<file path="config.mk">
export PLATFORM = sky130hd
export DESIGN_NAME = chi_link_ctrl
export DESIGN_NICKNAME = d
export VERILOG_FILES = /design/src/rtl/chi_link_pkg.sv /design/src/rtl/chi_link_crd_cnt.sv /design/src/rtl/chi_link_ctrl.sv
export SDC_FILE = /design/constraint.sdc
export NUM_CORES = 1
export LEC_CHECK = 0
export CORE_MARGIN = 10
export CORE_UTILIZATION = 52
export CTS_CLUSTER_DIAMETER = 60
export DETAILED_ROUTE_END_ITERATION = 10
export PLACE_DENSITY = 0.77
export REMOVE_ABC_BUFFERS = 1
export SLEW_MARGIN = 20
export SYNTH_ARGS = -nofsm -noshare
export SYNTH_HDL_FRONTEND = slang
export SYNTH_SLANG_ARGS = --single-unit
</file>
<file path="constraint.sdc">
create_clock -name clk -period 2.3 [get_ports clk]
set_input_delay 0.46 -clock clk [delete_from_list [all_inputs] [get_ports clk]]
set_output_delay 0.46 -clock clk [all_outputs]
set_load 0.02 [all_outputs]
</file>
<file path="src/rtl/chi_link_pkg.sv">
// chi_link_pkg: shared types and constants for the CHI link-layer controller.
//   link_state_e : four-state LINKACTIVE handshake encoding (CHI order)
//   CH_REQ..CH_SNP : bit index of each channel in per-channel vectors
//   CRD_W        : width of one L-credit counter
package chi_link_pkg;

  localparam int unsigned CHI_MAX_CRD = 15;
  localparam int unsigned CRD_W       = $clog2(CHI_MAX_CRD + 1);

  localparam int unsigned CH_REQ = 0;
  localparam int unsigned CH_RSP = 1;
  localparam int unsigned CH_DAT = 2;
  localparam int unsigned CH_SNP = 3;

  typedef enum logic [1:0] {
    STOP       = 2'd0,
    ACTIVATE   = 2'd1,
    RUN        = 2'd2,
    DEACTIVATE = 2'd3
  } link_state_e;

endpackage

</file>
<file path="src/rtl/chi_link_crd_cnt.sv">
// chi_link_crd_cnt: single-channel up/down L-credit counter that saturates
// at 0 and MAX instead of wrapping.
//   clk, rst : clock, async active-high reset (count clears to 0)
//   inc, dec : one credit in / one credit out this cycle
//   cnt      : registered credit count
//   ovf_c    : increment attempted at MAX (count held)
//   udf_c    : decrement attempted at 0 (count held)
module chi_link_crd_cnt
  import chi_link_pkg::*;
#(
  parameter int unsigned MAX = CHI_MAX_CRD
) (
  input  logic             clk,
  input  logic             rst,
  input  logic             inc,
  input  logic             dec,
  output logic [CRD_W-1:0] cnt,
  output logic             ovf_c,
  output logic             udf_c
);

  // Simultaneous inc and dec cancel, so neither can be an error.
  always_comb begin
    ovf_c = inc & ~dec & (cnt == CRD_W'(MAX));
    udf_c = dec & ~inc & (cnt == '0);
  end

  always_ff @(posedge clk or posedge rst) begin
    if (rst) begin
      cnt <= '0;
    end else if (inc & ~dec & ~ovf_c) begin
      cnt <= cnt + CRD_W'(1);
    end else if (dec & ~inc & ~udf_c) begin
      cnt <= cnt - CRD_W'(1);
    end
  end

endmodule

</file>
<file path="src/rtl/chi_link_ctrl.sv">
// chi_link_ctrl: CHI link-layer controller for one ring node port.
// Runs the TX and RX LINKACTIVE handshakes and the per-channel L-credit
// accounting (TX credits held, RX credits outstanding, RX buffer space).
// Optional error checking: define CHI_LINK_CTRL_ERR_CHK_EN to enable the
// sticky err output and simulation assertions; otherwise err is tied 0.
//   clk, rst             : clock, async active-high reset
//   link_en              : local request to bring the TX link up/down
//   TXLINKACTIVEREQ/ACK  : TX handshake (REQ out, ACK in)
//   RXLINKACTIVEREQ/ACK  : RX handshake (REQ in, ACK out)
//   TXSACTIVE            : TX FSM not in STOP
//   tx_lcrdv             : credit received from partner, per channel
//   tx_flit_sent         : protocol flit sent (consumes a credit)
//   tx_crd_avail         : channel has a credit and TX is in RUN
//   tx_rtn_req/tx_rtn_ack: LCrdReturn request to datapath / sent
//   tx_link_run          : TX FSM in RUN
//   rx_flitv             : flit received (consumes an outstanding credit)
//   rx_buf_free          : one receive buffer entry freed
//   RXLCRDV              : credit grant to partner
//   err                  : sticky protocol/credit error
module chi_link_ctrl
  import chi_link_pkg::*;
#(
  parameter int unsigned NUM_CH       = 4,
  parameter int unsigned MAX_CRD      = CHI_MAX_CRD,
  parameter int unsigned RX_BUF_DEPTH = 4
) (
  input  logic              clk,
  input  logic              rst,
  input  logic              link_en,
  output logic              TXLINKACTIVEREQ,
  input  logic              TXLINKACTIVEACK,
  input  logic              RXLINKACTIVEREQ,
  output logic              RXLINKACTIVEACK,
  output logic              TXSACTIVE,
  input  logic [NUM_CH-1:0] tx_lcrdv,
  input  logic [NUM_CH-1:0] tx_flit_sent,
  output logic [NUM_CH-1:0] tx_crd_avail,
  output logic [NUM_CH-1:0] tx_rtn_req,
  input  logic [NUM_CH-1:0] tx_rtn_ack,
  output logic              tx_link_run,
  input  logic [NUM_CH-1:0] rx_flitv,
  input  logic [NUM_CH-1:0] rx_buf_free,
  output logic [NUM_CH-1:0] RXLCRDV,
  output logic              err
);

  link_state_e tx_state;
  link_state_e rx_state;

  logic [CRD_W-1:0] tx_cnt  [NUM_CH];
  logic [CRD_W-1:0] rx_outs [NUM_CH];
  logic [CRD_W-1:0] rx_pend [NUM_CH];

  logic [NUM_CH-1:0] tx_dec;
  logic [NUM_CH-1:0] tx_ovf;
  logic [NUM_CH-1:0] tx_udf;
  logic [NUM_CH-1:0] tx_bad_send;
  logic [NUM_CH-1:0] tx_nz;
  logic [NUM_CH-1:0] rx_ovf;
  logic [NUM_CH-1:0] rx_udf;
  logic [NUM_CH-1:0] rx_bad_flit;
  logic [NUM_CH-1:0] rx_nz;
  logic [NUM_CH-1:0] grant;
  logic [NUM_CH-1:0] pend_ovf;
  logic [NUM_CH-1:0] ch_err;

  // Flits sent outside RUN are illegal and do not consume a credit.
  assign tx_dec      = tx_rtn_ack | (tx_flit_sent & {NUM_CH{tx_state == RUN}});
  assign tx_bad_send = tx_flit_sent & ~{NUM_CH{tx_state == RUN}};

  assign tx_crd_avail = {NUM_CH{tx_state == RUN}} & tx_nz;
  assign tx_rtn_req   = {NUM_CH{tx_state == DEACTIVATE}} & tx_nz;

  // Per-channel credit counters: TX credits held, RX credits outstanding.
  for (genvar g = 0; g < int'(NUM_CH); g++) begin : g_ch
    chi_link_crd_cnt #(.MAX(MAX_CRD)) u_tx_cnt (
      .clk   (clk),
      .rst   (rst),
      .inc   (tx_lcrdv[g]),
      .dec   (tx_dec[g]),
      .cnt   (tx_cnt[g]),
      .ovf_c (tx_ovf[g]),
      .udf_c (tx_udf[g])
    );

    chi_link_crd_cnt #(.MAX(MAX_CRD)) u_rx_outs (
      .clk   (clk),
      .rst   (rst),
      .inc   (grant[g]),
      .dec   (rx_flitv[g]),
      .cnt   (rx_outs[g]),
      .ovf_c (rx_ovf[g]),
      .udf_c (rx_udf[g])
    );
  end

  // Grant decision uses current counters; RXLCRDV is its registered copy.
  always_comb begin
    tx_nz       = '0;
    rx_nz       = '0;
    grant       = '0;
    pend_ovf    = '0;
    rx_bad_flit = '0;
    for (int c = 0; c < int'(NUM_CH); c++) begin
      tx_nz[c]       = (tx_cnt[c] != '0);
      rx_nz[c]       = (rx_outs[c] != '0);
      grant[c]       = (rx_state == RUN) & (rx_pend[c] != '0) &
                       (rx_outs[c] != CRD_W'(MAX_CRD));
      pend_ovf[c]    = rx_buf_free[c] & ~grant[c] &
                       (rx_pend[c] == CRD_W'(RX_BUF_DEPTH));
      rx_bad_flit[c] = rx_flitv[c] & (rx_outs[c] == '0);
    end
  end

  assign ch_err = tx_ovf | tx_udf | tx_bad_send | rx_ovf | rx_udf |
                  rx_bad_flit | pend_ovf;

  // Free receive buffer entries not yet granted to the partner.
  always_ff @(posedge clk or posedge rst) begin
    if (rst) begin
      for (int c = 0; c < int'(NUM_CH); c++) rx_pend[c] <= CRD_W'(RX_BUF_DEPTH);
    end else begin
      for (int c = 0; c < int'(NUM_CH); c++) begin
        if (rx_buf_free[c] & ~grant[c] & ~pend_ovf[c]) begin
          rx_pend[c] <= rx_pend[c] + CRD_W'(1);
        end else if (grant[c] & ~rx_buf_free[c]) begin
          rx_pend[c] <= rx_pend[c] - CRD_W'(1);
        end
      end
    end
  end

  always_ff @(posedge clk or posedge rst) begin
    if (rst) RXLCRDV <= '0;
    else     RXLCRDV <= grant;
  end

  // TX handshake FSM.
  always_ff @(posedge clk or posedge rst) begin
    if (rst) begin
      tx_state        <= STOP;
      TXLINKACTIVEREQ <= 1'b0;
      TXSACTIVE       <= 1'b0;
      tx_link_run     <= 1'b0;
    end else begin
      case (tx_state)
        STOP: begin
          if (link_en) begin
            tx_state        <= ACTIVATE;
            TXLINKACTIVEREQ <= 1'b1;
            TXSACTIVE       <= 1'b1;
          end
        end
        ACTIVATE: begin
          if (TXLINKACTIVEACK) begin
            tx_state    <= RUN;
            tx_link_run <= 1'b1;
          end
        end
        RUN: begin
          if (!link_en) begin
            tx_state        <= DEACTIVATE;
            TXLINKACTIVEREQ <= 1'b0;
            tx_link_run     <= 1'b0;
          end
        end
        DEACTIVATE: begin
          // link_en is ignored here: the link must fully reach STOP first.
          if ((tx_nz == '0) && !TXLINKACTIVEACK) begin
            tx_state  <= STOP;
            TXSACTIVE <= 1'b0;
          end
        end
        default: tx_state <= STOP;
      endcase
    end
  end

  // RX handshake FSM.
  always_ff @(posedge clk or posedge rst) begin
    if (rst) begin
      rx_state        <= STOP;
      RXLINKACTIVEACK <= 1'b0;
    end else begin
      case (rx_state)
        STOP: begin
          if (RXLINKACTIVEREQ) rx_state <= ACTIVATE;
        end
        ACTIVATE: begin
          rx_state        <= RUN;
          RXLINKACTIVEACK <= 1'b1;
        end
        RUN: begin
          if (!RXLINKACTIVEREQ) rx_state <= DEACTIVATE;
        end
        DEACTIVATE: begin
          if (rx_nz == '0) begin
            rx_state        <= STOP;
            RXLINKACTIVEACK <= 1'b0;
          end
        end
        default: rx_state <= STOP;
      endcase
    end
  end

`ifdef CHI_LINK_CTRL_ERR_CHK_EN
  always_ff @(posedge clk or posedge rst) begin
    if (rst)          err <= 1'b0;
    else if (|ch_err) err <= 1'b1;
  end

  // Name the offending channel in simulation.
  always @(posedge clk) begin
    if (!rst) begin
      for (int c = 0; c < int'(NUM_CH); c++) begin
        assert (!ch_err[c])
          else $warning("chi_link_ctrl: credit/protocol error on channel %0d", c);
      end
    end
  end
`else
  logic unused_err;
  assign unused_err = |ch_err;
  assign err        = 1'b0;
`endif

endmodule

</file>
=== Word level (Yosys, flattened, before mapping) ===
Cells that the tools add are included.

* Add/subtract/negate cells: 24
* Multiply operators: 0
* Div/mod/pow operators: 0
* $lt $le $gt $ge: 0
* Eq/ne operators: 29
* Shift-type cells: 0
* Multiplexer cells: 42
* Bitwise logic cells: 116
* Reduce and logical (&&, ||, !) cells: 48

{| class="wikitable"
|+ Operators with widths
! kind !! count
|-
| $mux W4 || 24
|-
| $and A1 B1 Y1 || 72
|-
| $add A4 B1 Y4 const B || 12
|-
| $reduce_bool A4 Y1 || 12
|-
| $sub A4 B1 Y4 const B || 12
|-
| $logic_not A4 Y1 || 10
|-
| $not A1 Y1 || 40
|-
| $eq A4 B4 Y1 const B || 8
|-
| $reduce_bool A2 Y1 || 16
|-
| $eq A4 B3 Y1 const B || 4
|-
| $ne A4 B4 Y1 const B || 4
|-
| $pmux W2 S4 || 2
|-
| $mux W2 || 7
|-
| $and A4 B4 Y4 || 3
|-
| $ne A2 B2 Y1 const B || 6
|-
| $reduce_and A3 Y1 || 4
|-
| $eq A2 B2 Y1 const B || 4
|-
| $pmux W1 S2 || 4
|-
| $mux W1 || 5
|-
| $eq A2 B1 Y1 const B || 2
|-
| $logic_not A2 Y1 || 2
|-
| $or A4 B4 Y4 || 1
|-
| $reduce_and A4 Y1 || 1
|-
| $ne A2 B1 Y1 const B || 1
|-
| 3 further kinds || 3
|}

* Register bits after elaboration: 60
* Bits in latches: 0
* Bits in writable memories: 0
* Bits in read-only memories: 0
* Bits of input ports: 25
* Memories kept: 0

=== Depth between registers and ports, before layout ===
* Word-level depth: 10
* Gate-level depth with buffers: 11
* Gate-level depth less buffers: 10

=== Cells and area by module ===
From an unflattened synthesis, not the netlist that was laid out.

* Cells, all modules: 369
* Area total of the unflattened synthesis: 4316.6 µm²

{| class="wikitable"
|+ By module, submodules not included
! module !! times used !! cells each !! area each (µm²) !! sequential area each (µm²)
|-
| chi_link_crd_cnt || 8 || 23 || 277.8 || 100.1
|-
| chi_link_ctrl || 1 || 185 || 2094.5 || 705.7
|}

=== Worst setup path after synthesis ===
OpenSTA, ideal clock, no wires.

* Path type: register -> register
* Start point: register tx_state[0]
* End point: register g_ch[2].u_tx_cnt.cnt[3]
* Library setup time: 0.124 ns
* Arrival time: 2.326 ns
* Path slack: -0.150 ns
* Cell stages (with the launch flop): 10
* Clock period less this slack: 2.450 ns
* Cells stage by stage: dfrtp_1 -> inv_1 -> ha_1 -> a21oi_1 -> nand3_1 -> ha_1 -> a21o_1 -> a21o_1 -> mux2_2 -> a211o_1

* Longest elaborated chain between the ends: 9
* Elaborated cells on any way between the ends: 14
* Classes of those cells: eq/ne: 1; mux: 1; bitwise: 11; reduce/logical: 1

{| class="wikitable"
|+ RTL lines
! element !! RTL line !! text
|-
| start, declared || chi_link_ctrl.sv:47 || <nowiki>link_state_e tx_state;</nowiki>
|-
| start signal, assigned || chi_link_ctrl.sv:141 || <nowiki>tx_state <= STOP;</nowiki>
|-
| start signal, assigned || chi_link_ctrl.sv:149 || <nowiki>tx_state <= ACTIVATE;</nowiki>
|-
| start signal, assigned || chi_link_ctrl.sv:156 || <nowiki>tx_state <= RUN;</nowiki>
|-
| $eq A2 B2 Y1 * || chi_link_ctrl.sv:68 || <nowiki>assign tx_dec = tx_rtn_ack | (tx_flit_sent & {NUM_CH{tx_state == RUN}});</nowiki>
|-
| $and A4 B4 Y4 * || chi_link_ctrl.sv:68 ||
|-
| $or A4 B4 Y4 * || chi_link_ctrl.sv:68 ||
|-
| $not A1 Y1 || chi_link_crd_cnt.sv:24, chi_link_crd_cnt.sv:31 ||
|-
| $and A1 B1 Y1 || chi_link_crd_cnt.sv:24, chi_link_crd_cnt.sv:31 ||
|-
| $and A1 B1 Y1 || chi_link_crd_cnt.sv:24 || <nowiki>ovf_c = inc & ~dec & (cnt == CRD_W'(MAX));</nowiki>
|-
| $not A1 Y1 || chi_link_crd_cnt.sv:31 || <nowiki>end else if (inc & ~dec & ~ovf_c) begin</nowiki>
|-
| $and A1 B1 Y1 || chi_link_crd_cnt.sv:31 ||
|-
| $mux W4 or $reduce_bool A2 Y1 (tied branches) || - ||
|-
| end signal, assigned || chi_link_crd_cnt.sv:32 || <nowiki>cnt <= cnt + CRD_W'(1);</nowiki>
|-
| end signal, assigned || chi_link_crd_cnt.sv:34 || <nowiki>cnt <= cnt - CRD_W'(1);</nowiki>
|-
| end, declared || chi_link_crd_cnt.sv:17 || <nowiki>output logic [CRD_W-1:0] cnt,</nowiki>
|}

Every way passes the cells marked *; elsewhere a longest branch is shown, timed or not.
A chain may end at the register's enable or synchronous reset.

=== Worst setup path after layout ===
* Start point: register tx_state[1]
* End point: register g_ch[0].u_tx_cnt.cnt[3]

* Longest elaborated chain between the ends: 9
* Elaborated cells on any way between the ends: 14
* Classes of those cells: eq/ne: 1; mux: 1; bitwise: 11; reduce/logical: 1

{| class="wikitable"
|+ RTL lines
! element !! RTL line
|-
| $eq A2 B2 Y1 * || chi_link_ctrl.sv:68
|-
| $and A4 B4 Y4 * || chi_link_ctrl.sv:68
|-
| $or A4 B4 Y4 * || chi_link_ctrl.sv:68
|-
| $not A1 Y1 || chi_link_crd_cnt.sv:24, chi_link_crd_cnt.sv:31
|-
| $and A1 B1 Y1 || chi_link_crd_cnt.sv:24, chi_link_crd_cnt.sv:31
|-
| $and A1 B1 Y1 || chi_link_crd_cnt.sv:24
|-
| $not A1 Y1 || chi_link_crd_cnt.sv:31
|-
| $and A1 B1 Y1 || chi_link_crd_cnt.sv:31
|-
| $mux W4 or $reduce_bool A2 Y1 (tied branches) || -
|-
| end signal, assigned || chi_link_crd_cnt.sv:32
|-
| end signal, assigned || chi_link_crd_cnt.sv:34
|-
| end, declared || chi_link_crd_cnt.sv:17
|}

Marks and branches as above.

==> results.py <==
metrics = {
    "yosys": {
        "netlist.area_leader.share_pct": 35.0,
        "syn-cell-area_um2": 4000,
        "synth_commonest_cells": "sky130_fd_sc_hd__dfrtp_1 (56), sky130_fd_sc_hd__ha_1 (33), sky130_fd_sc_hd__a21oi_1 (23)",
        "synth_seq_cells": 60,
        "syn_inst": 353,
        "most_area_consuming_cells_after_synthesis": "sky130_fd_sc_hd__dfrtp_1 (35%), sky130_fd_sc_hd__ha_1 (10%), sky130_fd_sc_hd__mux2_2 (6.2%), sky130_fd_sc_hd__fa_1 (6.0%), sky130_fd_sc_hd__xor2_1 (4.8%)",
        "ys_async_sr_fraction_pct": 100,
        "number_of_enable_type_register_cells_in_the_synthesized_netlist": 0,
        "syn-mean-instance-area_um2": 11.3,
        "proportion_of_synthesized_chip_area_in_sequential_cells_pct": 37.6,
        "most_instantiated_flip_flop_cell_in_the_synthesis_netlist": "sky130_fd_sc_hd__dfrtp_1",
        "synth.lib_cells_used.distinct": 54,
        "synthMostInstantiatedCell": "sky130_fd_sc_hd__dfrtp_1",
        "synth-warning-count": 0,
        "synth_area_leader_cell": "sky130_fd_sc_hd__dfrtp_1",
    },
    "status": {
        "run_status": "completed",
    },
    "route": {
        "drt-pass1-iter-count": 4,
        "first_iter_violations": 142,
        "dr_vias": 3294,
        "routed_via_density": 5.64,
        "postRouteWirelength_um": 9550,
        "antenna_violating_nets_post_route": 0,
        "drt_drc_violations_left": 0,
        "routedWlPerCell_um": 16.4,
    },
    "cts": {
        "clk_path_buf_depth": 2,
        "clkSinkCount": 60,
        "numCtsBuffers": 9,
        "clkLatencyLatePin_ps": 340,
        "cts_hold_buf": 0,
        "clk_pin_slew_worst_paths_ps": 70,
        "cts_tree": "built",
        "cts_max_level": 3,
        "ctsRootBufferMaster": "sky130_fd_sc_hd__clkbuf_8",
    },
    "power": {
        "total_leakage_power_nw": 2.51,
        "p_total_mw": 8.63,
        "power_density_normalized_to_cell_area_nw_per_um2": 1540,
        "ir_drop_mv": 0.854,
    },
    "timing": {
        "finalCritPeriodShare_pct": 98.2,
        "rsz0062_at_grt": "true",
        "timing_hold_violations_final": 0,
        "clock_skew_ps": 9.12,
        "fmaxAchievable_ghz": 0.443,
        "finalSetupViolations": 0,
        "post-route-min-period_ps": 2260,
        "final-max-slew-violation-count": 0,
    },
    "grt": {
        "pin_count_of_the_biggest_net_entering_global_routing": 61,
        "track_usage_pct": 15.5,
        "grt.busiest_layer": "met2",
        "grt_first_pass_wirelength_um": 15100,
        "globalRouteMet1Util_pct": 18.2,
        "met3_capacity_usage_during_global_routing_pct": 3.83,
        "antenna_violations_before_repair": 0,
        "number_of_global_route_vias_before_repair": 3399,
        "globalRouteOverflowTotal": 0,
        "grt.met2_usage_pct": 27.2,
    },
    "critical_path": {
        "crit_start": "tx_state[1]",
        "critical_path.endpoint": "g_ch[0].u_tx_cnt.cnt[3]",
        "critical_path_class": "flop to flop",
        "crit_arrival_ps": 2470,
        "reg2reg_to": "g_ch[0].u_tx_cnt.cnt[3]",
        "cp_data_required_time_ps": 2510,
        "timing.reg2reg.worst_path_depth": 8,
        "cpPeakStageDelay_ps": 520,
        "number_of_cells_on_the_critical_path": 8,
        "timing.critical_path.to_type": "flop",
        "worstSetupStartpointType": "flop",
        "critical_path_cell_with_the_highest_stage_delay": "sky130_fd_sc_hd__mux4_2",
        "largest_fanout_of_any_net_on_the_critical_path": 4,
        "critPathTopFamily": "multiplexers",
        "reg2reg_setup_slack_ps": 40,
        "r2r-start": "tx_state[1]",
        "timing.critical_path.buf_inv": 0,
        "crit_path_cell_trace": "ha_4, a21oi_4, and2_4, nand2_2, ha_1, a21o_1, a21oi_2, mux4_2",
    },
    "floorplan": {
        "die-area_um2": 11600,
        "die_w_um": 108,
        "pin_count": 42,
        "core.rowCount": 31,
        "initial_util_pct": 54.3,
        "design.core.area_um2": 7370,
        "die_h_um": 108,
    },
    "layout": {
        "antennaDiodeCount": 0,
        "number_of_filler_instances_in_the_final_layout": 485,
        "ratio_of_cells_with_drive_above_1_in_the_final_layout_pct": 35.7,
        "final_net_count": 550,
        "final_core_util_pct": 75.9,
        "syn2layout_area_growth_pct": 39.7,
    },
    "placement": {
        "place.port_buffers": 40,
        "dp_hpwl_um": 6560,
        "final_replace_weighted_congestion": 0.800,
    },
    "hold_path": {
        "min-delay-path-class": "input pin to asynchronous set/reset pin",
    },
    "job": {
        "drv_cap": 0,
    },
}
## stage by stage
step / hold slack, ps / instance area, µm² / worst slack, ps / setup TNS [ps] / instances
CTS: 494 / 5330 / -85.8 / -85.8 / 574
detailed placement: 485 / 5050 / -371 / -1710 / 558
floorplan: 456 / 3980 / -316 / -1520 / 348
global placement: 482 / 5050 / -257 / -805 / 558
global route: 512 / 5590 / -30.0 / -126 / 584
finish: 497 / 5590 / 41.1 / 0 / 584
## worst min path at each step
| stage | startpoint | end | slack, ps | depth (start not counted) |
|---|---|---|---|---|
| floorplan | rx_pend[11] | rx_pend[11] | 460 | 1 |
| global placement | rx_pend[11] | rx_pend[11] | 480 | 1 |
| detailed placement | rx_pend[11] | rx_pend[11] | 480 | 1 |
| CTS | rx_pend[11] | rx_pend[11] | 490 | 1 |
| global route | rst | g_ch[2].u_tx_cnt.cnt[2] | 510 | 3 |
| finish | rst | g_ch[2].u_tx_cnt.cnt[2] | 500 | 3 |
## worst min-delay path, stage by stage
cell                              delay (ps)
sky130_fd_sc_hd__clkdlybuf4s50_1         410
sky130_fd_sc_hd__inv_2                    70
sky130_fd_sc_hd__buf_12                  290
## sequential cells by signal, summed over array words and instances (netlist names), 2 cells and up
signal / flops
RXLCRDV: 4
g_ch.u_rx_outs.cnt: 16
rx_pend: 16
g_ch.u_tx_cnt.cnt: 16
tx_state: 2
rx_state: 2
## metal layers
| metal | wire length, µm | vias up |
|---|---|---|
| met4 | 51 | 0 |
| met5 | 0 | - |
| li1 | - | 1567 |
| met3 | 355 | 5 |
| met2 | 4930 | 61 |
| met1 | 4220 | 1661 |
## cells in the final DEF, fill, tap and decap left out, drive strengths merged, types with 6 or more instances in the layout
cell and n:
a21o 11, or4 9, nor2 7, xor2 22, dlygate4sd2 8, o21ai 10, a21oi 23, dfrtp 56
mux2i 12, o41ai 6, mux2 22, clkdlybuf4s50 32, nand3 8, nand4 10, ha 33, fa 12
clkbuf 12, nand2 7, buf 80, inv 18, xnor2 13, nor2b 6
## report_power, final
part	switching (mW)	total (mW)	leakage [nW]	internal (mW)
clock	0.417	1.05	0.113	0.634
sequential	0.579	2.24	0.694	1.66
combinational	2.45	5.34	1.70	2.89
total	3.45	8.63	2.51	5.18
## layout make-up
class	instances	area [µm²]	area share [%]
Tap cell	99	124	2.22
Inverter	18	67.6	1.21
Clock buffer	11	141	2.53
Sequential cell	60	1510	27.0
Multi-Input combinational cell	270	2640	47.1
Timing Repair Buffer	121	1040	18.6
Clock inverter	5	75.1	1.34
## what timing repair did
item	in CTS	in global routing
buffers inserted	0	9
pin swaps	3	20
endpoints found under the setup margin	17	19
cloned	0	1
gates resized for setup	24	31
## logic make-up (layout without fill, tap and decap cells)
logic type | Yosys count | count (layout) | synth area share, %
buffers and inverters | 23 | 155 | 2.28
DFF | 60 | 60 | 37.6
other | 1 | 1 | 0.0937
and+or+nand+nor | 80 | 80 | 12.7
xor gates and xnor gates | 35 | 35 | 7.66
AOI/OAI and AO/OA | 74 | 74 | 13.5
adders and majority gates | 45 | 45 | 16.3
muxes | 35 | 35 | 9.75
No activity file was read; power rests on OpenSTA's default activity.
